--- src/rtl/r4_butterfly_stream.sv ---
// rtl/r4_butterfly_stream.sv - streaming radix-4 DFT butterfly, four bins emitted serially
// Accepts four complex samples per handshake and emits the four bins over a valid/ready port.
module r4_butterfly_stream #(
    parameter int W     = 8,
    parameter int SCALE = 0,
    localparam int OW   = (SCALE != 0) ? W : W + 2
) (
    input  logic          CLK,
    input  logic          RST,
    input  logic          in_valid,
    output logic          in_ready,
    input  logic          in_inv,
    input  logic [W-1:0]  xr0,
    input  logic [W-1:0]  xr1,
    input  logic [W-1:0]  xr2,
    input  logic [W-1:0]  xr3,
    input  logic [W-1:0]  xi0,
    input  logic [W-1:0]  xi1,
    input  logic [W-1:0]  xi2,
    input  logic [W-1:0]  xi3,
    output logic          out_valid,
    input  logic          out_ready,
    output logic [OW-1:0] out_re,
    output logic [OW-1:0] out_im,
    output logic [1:0]    out_idx,
    output logic          out_last,
    output logic          busy
);

    localparam int EW = W + 2;

    typedef enum logic {IDLE, EMIT} state_t;

    state_t state, state_nxt;
    logic [1:0] idx;
    logic accept, fire;

    logic signed [EW-1:0] ar, ai, br, bi, cr, ci, dr, di;
    logic signed [EW-1:0] sr, si, tr, ti, ur, ui, vr, vi;
    logic signed [EW-1:0] fr [4];
    logic signed [EW-1:0] fi [4];
    logic [OW-1:0] nr [4];
    logic [OW-1:0] ni [4];
    logic [OW-1:0] rr [4];
    logic [OW-1:0] ri [4];

    function automatic logic signed [EW-1:0] sx(input logic [W-1:0] x);
        return {{2{x[W-1]}}, x};
    endfunction

    // Two guard bits make every sum exact: |X| <= 4 * 2^(W-1) = 2^(W+1).
    always_comb begin
        ar = sx(xr0); ai = sx(xi0);
        br = sx(xr1); bi = sx(xi1);
        cr = sx(xr2); ci = sx(xi2);
        dr = sx(xr3); di = sx(xi3);
        sr = ar + cr; si = ai + ci;
        tr = ar - cr; ti = ai - ci;
        ur = br + dr; ui = bi + di;
        vr = br - dr; vi = bi - di;
        fr[0] = sr + ur; fi[0] = si + ui;
        fr[2] = sr - ur; fi[2] = si - ui;
        if (!in_inv) begin
            fr[1] = tr + vi; fi[1] = ti - vr;
            fr[3] = tr - vi; fi[3] = ti + vr;
        end else begin
            fr[1] = tr - vi; fi[1] = ti + vr;
            fr[3] = tr + vi; fi[3] = ti - vr;
        end
    end

    generate
        if (SCALE != 0) begin : g_scale
            logic unused_lsbs;
            assign unused_lsbs = ^{fr[0][1:0], fr[1][1:0], fr[2][1:0], fr[3][1:0],
                                   fi[0][1:0], fi[1][1:0], fi[2][1:0], fi[3][1:0]};
            // Dropping the two LSBs of a two's-complement value is a floor divide by 4.
            always_comb begin
                for (int k = 0; k < 4; k++) begin
                    nr[k] = fr[k][EW-1:2];
                    ni[k] = fi[k][EW-1:2];
                end
            end
        end else begin : g_full
            always_comb begin
                for (int k = 0; k < 4; k++) begin
                    nr[k] = fr[k];
                    ni[k] = fi[k];
                end
            end
        end
    endgenerate

    always_ff @(posedge CLK or posedge RST) begin
        if (RST) state <= IDLE;
        else     state <= state_nxt;
    end

    always_ff @(posedge CLK or posedge RST) begin
        if (RST) begin
            idx <= 2'd0;
            rr  <= '{default: '0};
            ri  <= '{default: '0};
        end else if (accept) begin
            idx <= 2'd0;
            rr  <= nr;
            ri  <= ni;
        end else if (fire) begin
            idx <= idx + 2'd1;
        end
    end

    always_comb begin
        state_nxt = state;
        case (state)
            IDLE: if (in_valid) state_nxt = EMIT;
            EMIT: if (fire && idx == 2'd3 && !accept) state_nxt = IDLE;
            default: state_nxt = IDLE;
        endcase
    end

    // in_ready looks through out_ready so a new set can follow the last beat with no bubble.
    always_comb begin
        in_ready  = (state == IDLE) || (state == EMIT && idx == 2'd3 && out_ready);
        out_valid = (state == EMIT);
        busy      = (state == EMIT);
        out_last  = (state == EMIT) && (idx == 2'd3);
        out_re    = (state == EMIT) ? rr[idx] : '0;
        out_im    = (state == EMIT) ? ri[idx] : '0;
    end

    assign out_idx = idx;
    assign accept  = in_valid & in_ready;
    assign fire    = out_valid & out_ready;

endmodule
--- config.mk ---
export PLATFORM = sky130hd
export DESIGN_NAME = r4_butterfly_stream
export DESIGN_NICKNAME = d
export VERILOG_FILES = /design/src/rtl/r4_butterfly_stream.sv
export SDC_FILE = /design/constraint.sdc
export NUM_CORES = 1
export LEC_CHECK = 0
export CAP_MARGIN = 10
export CORE_UTILIZATION = 55
export CTS_BUF_LIST = sky130_fd_sc_hd__clkbuf_4
export DETAILED_ROUTE_END_ITERATION = 7
export DONT_BUFFER_PORTS = 1
export PLACE_DENSITY_LB_ADDON = 0.25
export SLEW_MARGIN = 5
export SYNTH_ARGS = -nofsm -noshare
export SYNTH_HDL_FRONTEND = slang
export SYNTH_SLANG_ARGS = --single-unit
--- constraint.sdc ---
create_clock -name CLK -period 3.1 [get_ports CLK]
set_input_delay 0.62 -clock CLK [delete_from_list [all_inputs] [get_ports CLK]]
set_output_delay 0.62 -clock CLK [all_outputs]
set_load 0.005 [all_outputs]
==> results of run 1 <==
==> final cells by class <==
| type | count | area (um^2) | area share |
|---|---|---|---|
| clock inverters | 5 | 36.3 | 0.00333 |
| multi-input cells | 859 | 6880 | 0.632 |
| diodes | 1 | 2.50 | 0.000230 |
| flip-flops and latches | 79 | 1980 | 0.182 |
| inverters | 121 | 474 | 0.0436 |
| well taps | 220 | 275 | 0.0253 |
| clock buffers | 10 | 75.1 | 0.00690 |
| repair buffers | 153 | 1160 | 0.107 |
==> where the power goes <==
group          leakage [nW]  switching, W  internal [W]
Clock                0.0545      0.000376      0.000169
Sequential            0.982      0.000268       0.00149
Combinational          4.23       0.00270       0.00250
Total                  5.26       0.00334       0.00416
==> synthesized netlist by cell type (4+ instances only) <==
cell type  number
o21ai_0        85
a21oi_1        67
a211oi_1        9
buf_2          16
a31oi_1         9
clkbuf_1       22
o211ai_1        5
nor2b_1        13
o21a_1          6
ha_1          137
nand2b_1       16
mux4_2         18
nor3_1         25
or3_1           5
a21o_1         14
nand3b_1        4
mux2i_1        23
xor2_1         26
dfrtp_1        79
xnor2_1        72
nand3_1        10
nor2_1         56
buf_1           5
o31ai_1         7
nor4_1          6
nand2_1       111
o21ai_1        10
a22oi_1         8
o21bai_1       26
o311ai_0        8
o221a_2         4
fa_1           16
and2_1         22
inv_1         118
==> metal layers <==
metal / global-route usage / up-vias
met3: 0.0369 / 10
met5: 0 / -
li1: - / 4024
met4: 0.0588 / 0
met2: 0.419 / 189
met1: 0.406 / 3757
==> repair_timing <==
action | 4_1_cts | 5_1_grt
hold buffers | 0 | 0
endpoints found under the hold margin | 0 | 0
endpoints found under the setup margin | 0 | 6
gates resized for setup | 0 | 15
==> worst paths after layout <==
kind	from	end	slack, ps
max	xr3[1]	ri[8]$_DFFE_PP0P_	130
min	RST	rr[20]$_DFFE_PP0P_	130
max reg2reg	out_idx[1]$_DFFE_PP0P_	rr[37]$_DFFE_PP0P_	1010
max in group asynchronous	RST	ri[9]$_DFFE_PP0P_	2630
min in group CLK	in_valid	out_idx[1]$_DFFE_PP0P_	240
min reg2reg	rr[32]$_DFFE_PP0P_	rr[32]$_DFFE_PP0P_	490
==> worst max-delay path: cells and delay by family <==
kind | cells | cell delay, ps
and+or+nand+nor | 1 | 250
adders and majority gates | 2 | 550
AOI/OAI and AO/OA | 8 | 1250
buffers and inverters | 2 | 200
xor gates and xnor gates | 2 | 460
==> cells by family after synthesis <==
| family | after synthesis | synth area share |
|---|---|---|
| and+or+nand+nor | 277 | 0.138 |
| adders and majority gates | 153 | 0.218 |
| DFF | 79 | 0.212 |
| muxes | 42 | 0.0694 |
| AOI/OAI and AO/OA | 289 | 0.198 |
| xor gates and xnor gates | 98 | 0.0921 |
| buffers and inverters | 168 | 0.0719 |
==> metrics by stage <==
step | power [W] | instances | instance area [um^2]
after floorplan | 0.00529 | 1106 | 9500
after global placement | 0.00678 | 1432 | 10700
after detailed placement | 0.00691 | 1432 | 10700
after CTS | 0.00745 | 1447 | 10800
after global routing | 0.00812 | 1448 | 10900
final | 0.00750 | 1448 | 10900
==> sequential cells by signal, summed over array words and instances, names as in the netlist <==
register	flops
ri	38
busy	1
rr	38
out_idx	2
==> impl_metrics.sql, run 1 <==
INSERT INTO impl_metrics (metric_group, metric, value, unit) VALUES
('clock_tree', 'cts-buffers-inserted', '9', ''),
('synth', 'portion_of_the_post_synthesis_area_used_by_sequential_elements', '0.212', ''),
('clock_tree', 'post_cts.repair.setup_buffers', '0', ''),
('route', 'drtIter0Drc', '453', ''),
('die', 'die-width', '132', 'um'),
('sta', 'maxClockFrequency', '0.336', 'GHz'),
('setup_path', 'arrival', '3340', 'ps'),
('route', 'drt_first_pass_iters', '5', ''),
('route', 'routed-wl-met3', '1.24', 'mm'),
('synth', 'synth_async_sr_flop_share', '1.00', ''),
('route', 'route.detailed.wl_per_inst', '16.3', 'um'),
('synth', 'yosysWarningCount', '0', ''),
('synth', 'netlist_top_cells_area', 'dfrtp_1, ha_1, xnor2_1', ''),
('setup_path', 'critical_path.endpoint_type', 'flip-flop', ''),
('clock_tree', 'ctsHtreeMaxLevel', '3', ''),
('final_layout', 'final_layout_size_suffix_gt1_frac', '0.201', ''),
('clock_tree', 'cts.sink_count', '79', ''),
('route', 'avgViaCountPerCell', '5.51', ''),
('route', 'remaining_drc_errors', '0', ''),
('route', 'wl_met1', '11.8', 'mm'),
('placement', 'dpl_worst_slack', '-389', 'ps'),
('status', 'status', 'complete, no violations', ''),
('global_route', 'first_global_vias', '7467', ''),
('setup_path', 'worstSetupPathType', 'in2reg', ''),
('die', 'placeableCoreArea', '0.0166', 'mm^2'),
('sta', 'timing.slew.headroom', '0.532', ''),
('power_and_ir_drop', 'power.static_leakage', '5.26', 'nW'),
('route', 'met2_wirelength', '10.2', 'mm'),
('global_route', 'grt_remaining_overflow', '0', ''),
('clock_tree', 'clkTransAtPathRegs', '120', 'ps'),
('setup_path', 'worstPathCellList', 'inv_6 > ha_4 > a21o_1 > a21o_1 > a31oi_1 > nor2b_2 > xnor2_1 > ha_1 > buf_4 > o21ai_0 > a21oi_1 > o22ai_1 > xor2_1 > a22oi_1 > o21ai_1', ''),
('setup_path', 'worst_r2r_path_depth', '7', ''),
('sta', 'total_negative_slack_for_setup_checks', '0', 'ps'),
('global_route', 'first_pass_grt_wire_length', '37.7', 'mm'),
('global_route', 'globalRouteTotalUtil', '0.272', ''),
('placement', 'port_buffers', '0', ''),
('setup_path', 'critical-path-slowest-cell', 'ha_1', ''),
('sta', 'worstMarginPinSlew', '702', 'ps'),
('route', 'highest-signal-layer', 'met4', ''),
('setup_path', 'crit_path_max_fanout', '5', ''),
('clock_tree', 'clock-root-buffer', 'clkbuf_4', ''),
('sta', 'finalCritPeriodShare', '0.960', ''),
('synth', 'synthDistinctLibCells', '65', ''),
('flow_run', 'drv_cap', '0', ''),
('synth', 'netlist_area', '0.00932', 'mm^2'),
('route', 'totalWireLength', '23.5', 'mm'),
('synth', 'post_synth.cell_area_avg', '8.42', 'um^2'),
('clock_tree', 'insertion_delay', '440', 'ps'),
('sta', 'setup_ws', '125', 'ps'),
('synth', 'synth_seq_cells', '79', ''),
('synth', 'synth-main-ff-cell', 'dfrtp_1', ''),
('final_layout', 'fill_cells', '1456', ''),
('synth', 'mappedNetlistNets', '1328', ''),
('sta', 'grt_setup_unrepaired', 'false', ''),
('clock_tree', 'clockBufferDepth', '2', ''),
('clock_tree', 'cts_tree', 'done', ''),
('final_layout', 'area_delta_synth_final', '16.8', '%'),
('synth', 'synth_cells', '1106', ''),
('synth', 'synth_top_area_cell', 'dfrtp_1', ''),
('sta', 'hold_violations', '0', ''),
('final_layout', 'nets', '1445', ''),
('route', 'detail-route-antenna-nets', '0', ''),
('setup_path', 'crit_path_max_incr_delay', '330', 'ps'),
('setup_path', 'cp_common_cell', 'a21o_1', ''),
('synth', 'synth_top_cell_area_share', '0.212', ''),
('die', 'initial_utilization', '0.562', ''),
('sta', 'setup_viol', '0', ''),
('hold_path', 'worstHoldPathType', 'in2async', ''),
('setup_path', 'worstPathRequired', '3460', 'ps'),
('power_and_ir_drop', 'power.ir.vdd_worst', '0.000453', 'V'),
('die', 'io_pins', '95', '');
No activity file was read; power rests on OpenSTA's default activity.
==> run 2: changes to the inputs <==
--- a/config.mk
+++ b/config.mk
@@ -8,6 +8,7 @@
 export CAP_MARGIN = 10
 export CORE_UTILIZATION = 55
 export CTS_BUF_LIST = sky130_fd_sc_hd__clkbuf_4
+export CTS_CLUSTER_SIZE = 10
 export DETAILED_ROUTE_END_ITERATION = 7
 export DONT_BUFFER_PORTS = 1
 export PLACE_DENSITY_LB_ADDON = 0.25
==> results of run 2 <==
Same layout as run 1: the final DEF is identical, and so are final timing and power.
==> run 3: changes to the inputs <==
--- a/config.mk
+++ b/config.mk
@@ -5,13 +5,12 @@
 export SDC_FILE = /design/constraint.sdc
 export NUM_CORES = 1
 export LEC_CHECK = 0
-export CAP_MARGIN = 10
 export CORE_UTILIZATION = 55
 export CTS_BUF_LIST = sky130_fd_sc_hd__clkbuf_4
 export CTS_CLUSTER_SIZE = 10
 export DETAILED_ROUTE_END_ITERATION = 7
 export DONT_BUFFER_PORTS = 1
-export PLACE_DENSITY_LB_ADDON = 0.25
+export PLACE_DENSITY = 0.67
 export SLEW_MARGIN = 5
 export SYNTH_ARGS = -nofsm -noshare
 export SYNTH_HDL_FRONTEND = slang
==> run 3 against run 2 <==
  * Utilization increased by 1.1 points
  * Largest power group unchanged
  * Via count increased by 0.98%
  * Global-route usage increased by 0.82 points
  * Final area increased by 1.7%
  * Largest cell class unchanged
  * Clock-buffer cell count unchanged
  * Non-clock buffer count increased by 18
  * Hold slack improved by 130 ps
  * Maximum frequency increased by 0.11%
==> impl_metrics.sql, run 3 (same netlist as run 1, synthesis figures left out) <==
INSERT INTO impl_metrics (metric_group, metric, value, unit) VALUES
('status', 'status', 'complete, no violations', ''),
('power_and_ir_drop', 'clockPowerShare', '0.076', ''),
('die', 'io_pins', '95', ''),
('final_layout', 'nets', '1463', ''),
('final_layout', 'multi_input_area', '0.00692', 'mm^2'),
('sta', 'timing.slew.headroom', '0.562', ''),
('die', 'die_area', '0.0175', 'mm^2'),
('placement', 'port_buffers', '0', ''),
('placement', 'dpl_worst_slack', '-417', 'ps'),
('route', 'avgViaCountPerCell', '5.50', ''),
('route', 'detail-route-antenna-nets', '0', ''),
('sta', 'setup_viol', '0', ''),
('global_route', 'first_global_vias', '7699', ''),
('route', 'drt_first_pass_iters', '7', ''),
('die', 'initial_utilization', '0.562', ''),
('power_and_ir_drop', 'share_seq_of_total_power', '0.226', ''),
('final_layout', 'fill_cells', '1499', ''),
('clock_tree', 'insertion_delay', '440', 'ps'),
('sta', 'setup_ws', '129', 'ps'),
('route', 'via_count', '8058', ''),
('placement', 'half_perimeter_wire_length_after_detailed_placement', '19.9', 'mm'),
('route', 'drtIter0Drc', '636', ''),
('final_layout', 'commonest_non_fill_non_tap_cells_in_the_layout', 'buf_4, ha_1, inv_1', ''),
('hold_path', 'worstHoldPathType', 'in2reg', ''),
('sta', 'total_negative_slack_for_setup_checks', '0', 'ps'),
('sta', 'finalCritPeriodShare', '0.959', ''),
('placement', 'gpl.final_weighted_congestion', '0.900', ''),
('global_route', 'initial_antenna_violation_count', '1', ''),
('placement', 'placedCellCount', '1444', ''),
('setup_path', 'critical_path.endpoint_type', 'flip-flop', ''),
('global_route', 'globalRouteTotalUtil', '0.281', ''),
('global_route', 'grt_start_max_net_pins', '51', ''),
('clock_tree', 'cts.sink_count', '79', ''),
('sta', 'timing.clock.skew', '14.9', 'ps'),
('global_route', 'grt_remaining_overflow', '0', ''),
('clock_tree', 'clock-root-buffer', 'clkbuf_4', ''),
('route', 'remaining_drc_errors', '0', ''),
('final_layout', 'final_util', '0.668', ''),
('final_layout', 'area_delta_synth_final', '18.8', '%'),
('power_and_ir_drop', 'power.ir.vdd_worst', '0.000306', 'V'),
('setup_path', 'startpoint_type', 'primary input', ''),
('sta', 'max_slew_vio_count', '0', ''),
('power_and_ir_drop', 'power_per_cell_area', '697', 'mW/mm^2'),
('setup_path', 'crit_path_max_fanout', '3', ''),
('setup_path', 'worstSetupPathType', 'in2reg', ''),
('clock_tree', 'clockBufferDepth', '2', ''),
('die', 'die-width', '132', 'um'),
('route', 'totalWireLength', '23.9', 'mm'),
('power_and_ir_drop', 'switching_power', '0.00337', 'W'),
('die', 'placeableCoreArea', '0.0166', 'mm^2'),
('setup_path', 'arrival', '3290', 'ps'),
('clock_tree', 'cts-buffers-inserted', '9', ''),
('sta', 'fin_crit', '2970', 'ps'),
('sta', 'maxClockFrequency', '0.337', 'GHz'),
('final_layout', 'final_layout_size_suffix_gt1_frac', '0.217', ''),
('flow_run', 'drv_cap', '0', ''),
('final_layout', 'most_common_cell_after_layout_fill_and_taps_aside', 'buf_4', ''),
('power_and_ir_drop', 'intPower', '0.00435', 'W'),
('final_layout', 'stdcell_count', '1466', ''),
('clock_tree', 'ctsHtreeMaxLevel', '3', ''),
('route', 'route.detailed.wl_per_inst', '16.3', 'um'),
('die', 'rows', '47', ''),
('setup_path', 'worstPathRequired', '3420', 'ps'),
('sta', 'hold_violations', '0', ''),
('clock_tree', 'cts_tree', 'done', ''),
('power_and_ir_drop', 'power.static_leakage', '5.38', 'nW'),
('clock_tree', 'clkTransAtPathRegs', '120', 'ps'),
('die', 'chipHeight', '132', 'um'),
('power_and_ir_drop', 'comb_power_share', '0.697', ''),
('global_route', 'first_pass_grt_wire_length', '38.6', 'mm'),
('final_layout', 'register_area', '0.00198', 'mm^2'),
('power_and_ir_drop', 'switching_share', '0.437', ''),
('sta', 'worstMarginPinSlew', '649', 'ps');
run 3: cell count changes in the layout (fill, tap and decap cells not counted), sizes merged:
| cell | previous run | this run |
|---|---|---|
| inv | 121 | 120 |
| clkinvlp | 3 | 1 |
| buf | 153 | 170 |
| clkinv | 2 | 4 |
| bufinv | 0 | 1 |
| dlygate4sd3 | 0 | 1 |
run 3: layout make-up:
cell class	instances	area share
diodes	1	0.000226
flip-flops and latches	79	0.179
multi-input cells	859	0.625
clock inverters	5	0.00452
inverters	121	0.0429
repair buffers	171	0.117
well taps	220	0.0249
clock buffers	10	0.00678
run 3: worst paths after layout:
path / startpoint / endpoint / slack (ps) / depth (start not counted)
max: xr1[0] / ri[27]$_DFFE_PP0P_ / 130 / 12
min: in_valid / out_idx[1]$_DFFE_PP0P_ / 260 / 1
max reg2reg: out_idx[0]$_DFFE_PP0P_ / rr[37]$_DFFE_PP0P_ / 860 / 8
min reg2reg: ri[37]$_DFFE_PP0P_ / ri[37]$_DFFE_PP0P_ / 490 / 2
max in group asynchronous: RST / ri[2]$_DFFE_PP0P_ / 1800 / 3
min in group asynchronous: RST / rr[31]$_DFFE_PP0P_ / 560 / 2
run 3: metal layers:
layer / vias up / share of wire / GRT usage
met5: - / 0 / 0
met4: 0 / 0.022 / 0.0782
met3: 22 / 0.056 / 0.0519
met2: 189 / 0.42 / 0.411
met1: 3773 / 0.50 / 0.420
li1: 4074 / - / -
run 3: critical path, cell delays in order:
cell,delay [ps]
inv_1,20
ha_1,180
inv_1,80
fa_2,510
buf_4,180
ha_1,280
a21o_1,190
a311o_1,390
o41ai_2,350
mux2i_1,160
xnor2_1,250
o21ai_1,80
run 3: repair_timing:
action,CTS,global route
buffers inserted,0,5
gates resized for setup,0,22
endpoints found under the hold margin,17,0
hold buffers,1,0
setup endpoints to repair,0,8
run 3: metrics by stage:
step / hold WS [ps] / total power (W) / area (um^2)
final: 258 / 0.00772 / 11100
after CTS: 241 / 0.00760 / 10900
after detailed placement: 464 / 0.00700 / 10800
after global routing: 239 / 0.00836 / 11100
after global placement: 457 / 0.00688 / 10800
after floorplan: 440 / 0.00529 / 9500
run 3: power by group through the flow:
stage	registers [W]	logic [W]	clock network (W)
after floorplan	0.00168	0.00361	0
after global placement	0.00176	0.00513	0
after detailed placement	0.00177	0.00523	0
after CTS	0.00174	0.00525	0.000599
after global routing	0.00181	0.00592	0.000633
final	0.00175	0.00538	0.000590
